`src/rtl/jtag_tap_ctrl.sv`:
```
// IEEE 1149.1 TAP controller with IR, IDCODE/BYPASS/user-register DRs and bsc chain strobes.
// Optional: define JTAG_IDCODE_EN to implement the IDCODE instruction and its 32-bit DR.
module jtag_tap_ctrl #(
    parameter int unsigned IR_W            = 3,
    parameter logic [3:0]  VERSION_NUM     = 4'h1,
    parameter logic [15:0] PART_NUM        = 16'hbeef,
    parameter logic [10:0] MANUFACTURER_ID = 11'h6b,
    parameter int unsigned UREG_ADDR_W     = 4,
    parameter int unsigned UREG_DATA_W     = 8
) (
    input  logic                   tck_i,
    input  logic                   trst_i,
    input  logic                   tms_i,
    input  logic                   tdi_i,
    output logic                   tdo_o,
    output logic                   bsc_shift_o,
    output logic                   bsc_capture_o,
    output logic                   bsc_update_o,
    output logic                   bsc_mode_o,
    input  logic                   bsc_tdo_i,
    output logic [UREG_ADDR_W-1:0] ureg_addr_o,
    input  logic [UREG_DATA_W-1:0] ureg_data_i,
    output logic [3:0]             state_o
);

    typedef enum logic [3:0] {
        TLR        = 4'hF,
        RTI        = 4'hC,
        SEL_DR     = 4'h7,
        CAPTURE_DR = 4'h6,
        SHIFT_DR   = 4'h2,
        EXIT1_DR   = 4'h1,
        PAUSE_DR   = 4'h3,
        EXIT2_DR   = 4'h0,
        UPDATE_DR  = 4'h5,
        SEL_IR     = 4'h4,
        CAPTURE_IR = 4'hE,
        SHIFT_IR   = 4'hA,
        EXIT1_IR   = 4'h9,
        PAUSE_IR   = 4'hB,
        EXIT2_IR   = 4'h8,
        UPDATE_IR  = 4'hD
    } tap_state_e;

    localparam logic [IR_W-1:0] IR_EXTEST    = IR_W'(3'b000);
    localparam logic [IR_W-1:0] IR_IDCODE    = IR_W'(3'b001);
    localparam logic [IR_W-1:0] IR_SAMPLE    = IR_W'(3'b010);
    localparam logic [IR_W-1:0] IR_UREG_ADDR = IR_W'(3'b011);
    localparam logic [IR_W-1:0] IR_UREG_DATA = IR_W'(3'b100);
    localparam logic [IR_W-1:0] IR_BYPASS    = '1;
`ifdef JTAG_IDCODE_EN
    localparam logic [IR_W-1:0] IR_RESET     = IR_IDCODE;
    localparam logic [31:0]     IDCODE_VAL   = {VERSION_NUM, PART_NUM, MANUFACTURER_ID, 1'b1};
`else
    localparam logic [IR_W-1:0] IR_RESET     = IR_BYPASS;
`endif

    tap_state_e             state, state_nxt;
    logic [IR_W-1:0]        ir, ir_shift;
    logic                   bypass_q;
    logic [UREG_ADDR_W-1:0] ureg_addr_sr;
    logic [UREG_DATA_W-1:0] ureg_data_sr;
    logic                   sel_bsc, sel_idcode, sel_ureg_addr, sel_ureg_data, sel_bypass;
    logic                   idcode_lsb;
    logic                   tdo_dr;

    // Next-state decode of the 16-state TAP machine
    always_comb begin
        state_nxt = state;
        case (state)
            TLR:        state_nxt = tms_i ? TLR       : RTI;
            RTI:        state_nxt = tms_i ? SEL_DR    : RTI;
            SEL_DR:     state_nxt = tms_i ? SEL_IR    : CAPTURE_DR;
            CAPTURE_DR: state_nxt = tms_i ? EXIT1_DR  : SHIFT_DR;
            SHIFT_DR:   state_nxt = tms_i ? EXIT1_DR  : SHIFT_DR;
            EXIT1_DR:   state_nxt = tms_i ? UPDATE_DR : PAUSE_DR;
            PAUSE_DR:   state_nxt = tms_i ? EXIT2_DR  : PAUSE_DR;
            EXIT2_DR:   state_nxt = tms_i ? UPDATE_DR : SHIFT_DR;
            UPDATE_DR:  state_nxt = tms_i ? SEL_DR    : RTI;
            SEL_IR:     state_nxt = tms_i ? TLR       : CAPTURE_IR;
            CAPTURE_IR: state_nxt = tms_i ? EXIT1_IR  : SHIFT_IR;
            SHIFT_IR:   state_nxt = tms_i ? EXIT1_IR  : SHIFT_IR;
            EXIT1_IR:   state_nxt = tms_i ? UPDATE_IR : PAUSE_IR;
            PAUSE_IR:   state_nxt = tms_i ? EXIT2_IR  : PAUSE_IR;
            EXIT2_IR:   state_nxt = tms_i ? UPDATE_IR : SHIFT_IR;
            UPDATE_IR:  state_nxt = tms_i ? SEL_DR    : RTI;
            default:    state_nxt = TLR;
        endcase
    end

    // Instruction decode; anything unrecognised falls through to BYPASS
    assign sel_bsc       = (ir == IR_EXTEST) || (ir == IR_SAMPLE);
    assign sel_ureg_addr = (ir == IR_UREG_ADDR);
    assign sel_ureg_data = (ir == IR_UREG_DATA);
`ifdef JTAG_IDCODE_EN
    assign sel_idcode    = (ir == IR_IDCODE);
`else
    assign sel_idcode    = 1'b0;
`endif
    assign sel_bypass    = !(sel_bsc || sel_ureg_addr || sel_ureg_data || sel_idcode);

    always_ff @(posedge tck_i or posedge trst_i) begin
        if (trst_i) begin
            state        <= TLR;
            ir           <= IR_RESET;
            ir_shift     <= '0;
            bypass_q     <= 1'b0;
            ureg_addr_sr <= '0;
            ureg_data_sr <= '0;
            ureg_addr_o  <= '0;
        end else begin
            state <= state_nxt;
            if (state_nxt == TLR)
                ir <= IR_RESET;
            else if (state == UPDATE_IR)
                ir <= ir_shift;

            if (state == CAPTURE_IR)
                ir_shift <= IR_W'(2'b01);
            else if (state == SHIFT_IR)
                ir_shift <= {tdi_i, ir_shift[IR_W-1:1]};

            if (state == CAPTURE_DR) begin
                if (sel_bypass)    bypass_q     <= 1'b0;
                if (sel_ureg_addr) ureg_addr_sr <= ureg_addr_o;
                if (sel_ureg_data) ureg_data_sr <= ureg_data_i;
            end else if (state == SHIFT_DR) begin
                if (sel_bypass)    bypass_q     <= tdi_i;
                if (sel_ureg_addr) ureg_addr_sr <= {tdi_i, ureg_addr_sr[UREG_ADDR_W-1:1]};
                if (sel_ureg_data) ureg_data_sr <= {tdi_i, ureg_data_sr[UREG_DATA_W-1:1]};
            end else if (state == UPDATE_DR && sel_ureg_addr) begin
                ureg_addr_o <= ureg_addr_sr;
            end
        end
    end

`ifdef JTAG_IDCODE_EN
    logic [31:0] idcode_sr;

    always_ff @(posedge tck_i or posedge trst_i) begin
        if (trst_i)
            idcode_sr <= '0;
        else if (state == CAPTURE_DR && sel_idcode)
            idcode_sr <= IDCODE_VAL;
        else if (state == SHIFT_DR && sel_idcode)
            idcode_sr <= {tdi_i, idcode_sr[31:1]};
    end

    assign idcode_lsb = idcode_sr[0];
`else
    assign idcode_lsb = 1'b0;
`endif

    always_comb begin
        tdo_dr = bypass_q;
        if (sel_bsc)            tdo_dr = bsc_tdo_i;
        else if (sel_idcode)    tdo_dr = idcode_lsb;
        else if (sel_ureg_addr) tdo_dr = ureg_addr_sr[0];
        else if (sel_ureg_data) tdo_dr = ureg_data_sr[0];
    end

    // tdo changes on the falling edge so the far end samples it stable on the next rise
    always_ff @(negedge tck_i or posedge trst_i) begin
        if (trst_i)
            tdo_o <= 1'b0;
        else if (state == SHIFT_IR)
            tdo_o <= ir_shift[0];
        else if (state == SHIFT_DR)
            tdo_o <= tdo_dr;
        else
            tdo_o <= 1'b0;
    end

    assign bsc_capture_o = sel_bsc && (state == CAPTURE_DR);
    assign bsc_shift_o   = sel_bsc && (state == SHIFT_DR);
    assign bsc_update_o  = sel_bsc && (state == UPDATE_DR);
    assign bsc_mode_o    = (ir == IR_EXTEST);
    assign state_o       = state;

endmodule

```
`config.mk`:
```
export PLATFORM = sky130hd
export DESIGN_NAME = jtag_tap_ctrl
export DESIGN_NICKNAME = d
export VERILOG_FILES = /design/src/rtl/jtag_tap_ctrl.sv
export SDC_FILE = /design/constraint.sdc
export NUM_CORES = 1
export LEC_CHECK = 0
export CAP_MARGIN = 0
export CORE_MARGIN = 2
export CORE_UTILIZATION = 45
export CTS_CLUSTER_SIZE = 14
export DETAILED_ROUTE_END_ITERATION = 12
export PLACE_DENSITY = 0.8
export SLEW_MARGIN = 10
export SYNTH_ARGS = -nofsm -noshare
export SYNTH_HDL_FRONTEND = slang
export SYNTH_SLANG_ARGS = --single-unit
```
`constraint.sdc`:
```
create_clock -name tck_i -period 3.05 [get_ports tck_i]
set_clock_uncertainty 0.15 [all_clocks]
set_input_delay 0.305 -clock tck_i [delete_from_list [all_inputs] [get_ports tck_i]]
set_output_delay 0.305 -clock tck_i [all_outputs]
set_load 0.005 [all_outputs]
```
### Yosys cells after proc, flatten, opt, wreduce, memory -nomap -nowiden

Cells that the tools add are included.

| storage, ports and cells | value |
|---|---|
| flip-flop bits (word level) | 28 |
| input bits | 13 |
| logic and storage cells | 88 |
| output and inout port bits | 13 |

| cells by class | value |
|---|---|
| mux-type cells | 34 |
| bitwise logic cells | 2 |
| eq/ne operators | 25 |
| reductions and logical operators | 19 |

Operators by type and width:

| kind | count |
|---|---|
| case mux 4 bit (12 select lines) | 1 |
| equality test 4 bit (second input constant) | 9 |
| two-way mux 8 bit | 4 |
| two-way mux 3 bit | 8 |
| two-way mux 4 bit | 5 |
| equality test 4 x 3 -> 1 bit (second input constant) | 4 |
| two-way mux 2 bit | 6 |
| inequality test 2 bit (second input constant) | 6 |
| AND reduction 3 bit | 4 |
| two-way mux 1 bit | 10 |
| equality test 4 x 2 -> 1 bit (second input constant) | 2 |
| equality test 3 x 2 -> 1 bit (second input constant) | 2 |
| nonzero test 2 bit | 3 |
| equality test 4 x 1 -> 1 bit (second input constant) | 1 |
| logical AND 1 bit | 4 |
| zero test 4 bit | 1 |
| OR reduction 2 bit | 2 |
| equality test 3 bit (second input constant) | 1 |
| zero test 3 bit | 1 |
| logical OR 1 bit | 3 |
| OR reduction 3 bit | 1 |
| NOT 1 bit | 2 |

### Longest topological paths before layout

| logic depth | value |
|---|---|
| word-level depth | 7 |
| mapped depth | 6 |
| mapped depth without buffers | 3 |

==> results.yml <==
run_status:
  status: "complete, no violations"
synthesis:
  ys_warn_count: 0
  synth_seq_area_share_pct: 49.35
  synthFlopType: "dfrtp_1"
  syn_inst: 139
  synth_area_leaders: "dfrtp_1 35%, dfstp_2 13%, mux2_2 10%"
  synth.avg_cell_area_um2: 10.34
  ys_ff_latch: 28
  synth_top_area_share_pct: 34.81
  syn-num-nets: 152
  synth_largest_area_cell: "dfrtp_1"
  async_flop_share_pct: 100.0
  synth_edf_count: 0
  synth.cell_area_um2: 1438
  synth_cell_types: 37
layout:
  nets: 182
  multi_input_area_um2: 645.6
  num_antenna_cells: 0
  fillers: 277
  final-instance-count-excl-fill: 212
  regArea_um2: 709.4
  final_area_um2: 1812
  layout-drive-gt1-share_pct: 25.00
  synthToLayoutAreaGrowth_pct: 26.02
routing:
  vias: 1169
  wl_um: 3163
  drt-wirelength-per-cell_um: 14.92
  drc: 0
  first_iter_violations: 70
  drtAntennaViolNets: 0
  viasPerCell: 5.514
  first_pass_iters: 4
timing:
  setup_viol: 0
  slew_headroom_pct: 71.58
  rsz0062_at_grt: "false"
  worstMarginPinSlew_ns: 0.4263
  setup_tns_ns: 0
  finalMaxSlewViolations: 0
  layout_setup_ws_ns: 0.04036
  hold_viol_final: 0
worst_setup_path:
  critPathArrivalTime_ns: 1.52
  worst_setup_path_end_kind: "register"
  critPathMaxFanout: 5
  path_class: "register to register"
  critPathLaunchType: "register"
  required_ns: 1.56
floorplan:
  io_pins: 26
  core_area_um2: 3053
  row_count: 20
  die_h_um: 60.52
  die_area_um2: 3663
  die_w_um: 60.52
  start_util_pct: 47.09
power_and_ir_drop:
  seqPwrFrac_pct: 42.6
  clkPwrFrac_pct: 12.0
  intPower_uw: 965.2
  p_leak_uw: 0.0007681
  peakVddDrop_v: 0.0004451
  power_frac_comb_pct: 45.4
  switching_power_uw: 563.0
  powerDensity_nw_per_um2: 843.5
  netSwitchingFraction_pct: 36.84
clock_tree:
  cts_buffer_depth: 2
  numCtsBuffers: 3
  holdBufCountCts: 0
  cts-root-buf: "clkbuf_4"
  cts_tree: "done"
  path_clk_slew_ns: 0.15
  clk_latency_ns: 0.33
  clkSinkCount: 28
  cts_max_level: 1
worst_hold_path:
  hold_class: "input port to asynchronous set/reset pin"
grt:
  grt.overflow.total: 0
  grt_antenna_before_repair: 0
  grt_max_degree: 28
  track_usage_pct: 19.74
  grt_pass1_vias: 1153
  grt_pass1_wl_um: 5388
placement:
  postPlaceCellArea_um2: 1742
  detailedPlace.worstSlack_ns: 0.02238
  place_congestion: 0.8107
  dpl.hpwl_um: 2202
  place_inst: 204
  io_buffers: 25
run:
  drv_cap: 0
[cells by family after synthesis]
| kind of cell | Yosys count | share of synthesized area (%) |
|---|---|---|
| buffers and inverters | 18 | 6.092 |
| flip-flops | 28 | 49.35 |
| multiplexers | 18 | 13.75 |
| AND/OR/NAND/NOR | 36 | 14.80 |
| AO/OA/AOI/OAI | 39 | 16.01 |
[power groups by stage]
stage	sequential [µW]	combinational [µW]	clock (µW)
finish	651	694	183
global route	670	776	198
CTS	651	665	188
detailed placement	669	634	0
global placement	659	609	0
floorplan	603	485	0
[registers in the layout (all words and copies together) (netlist names)]
signal and count:
ir 3, ureg_addr_o 4, tdo_o 1, bypass_q 1
ir_shift 3, state_o 4, ureg_data_sr 8, ureg_addr_sr 4
[final cells by class]
type                       instances  area share [%]
sequential                        28           39.16
inverter                           5           1.036
tap                               44           3.039
clock buffer                       4           2.003
multi-input combinational         93           35.64
timing repair buffer              38           19.13
[worst max-delay path: stages (launching register included)]
cell     delay (ns)
dfstp_2        0.60
nor4b_1        0.25
nor3_1         0.10
a31o_2         0.24
[final timing paths]
check	endpoint	cells after the start	startpoint	slack, ns
min in group tck_i	ir_shift[0]	2	ir_shift[0]	0.38
worst min-delay path	bypass_q	3	trst_i	0.24
worst min register to register	ir_shift[0]	2	ir_shift[0]	0.38
worst max register to register	tdo_o	3	ir[2]	0.04
max in group asynchronous	tdo_o	2	trst_i	1.21
worst max-delay path	tdo_o	3	ir[2]	0.04
[timing repair]
action	CTS	global route
buffers inserted	2	2
hold endpoints to repair	0	0
setup endpoints to repair	2	1
gates resized for setup	1	1
[metal layers]
layer	wire (µm)	share of wire [%]	global-route usage (%)
met5	0	0	0
met4	16	0.51	4.037
met3	128	4.0	4.691
met2	1512	48	31.99
met1	1506	48	27.43
[stage by stage]
stage	total power [µW]	utilization, %	hold WS, ns
after floorplan	1088	-	0.2152
after global placement	1269	57.05	0.3409
after detailed placement	1304	57.05	0.3546
after CTS	1504	58.69	0.2568
after global routing	1644	59.34	0.2946
final	1528	59.34	0.2373
[synth_stat cells (4+ instances only)]
cell      instances
dfrtp_1          20
nor2_1            4
nand2_1           9
o21ai_0          13
inv_1             5
o21ai_1           8
dfstp_2           7
clkbuf_1          6
mux2i_1           4
mux2_2           13
buf_2             4
o22ai_1           8
[layout by cell type, fill, tap and decap left out, types with 4 or more instances in the layout]
cell              n
buf_4            13
clkdlybuf4s50_1  24
dfrtp_1          20
dfstp_2           7
inv_1             5
mux2_2           13
mux2i_1           4
nand2_1           9
nor2_1            4
o21ai_0          13
o21ai_1           8
o22ai_1           8
Power figures use the tool's default switching activity.
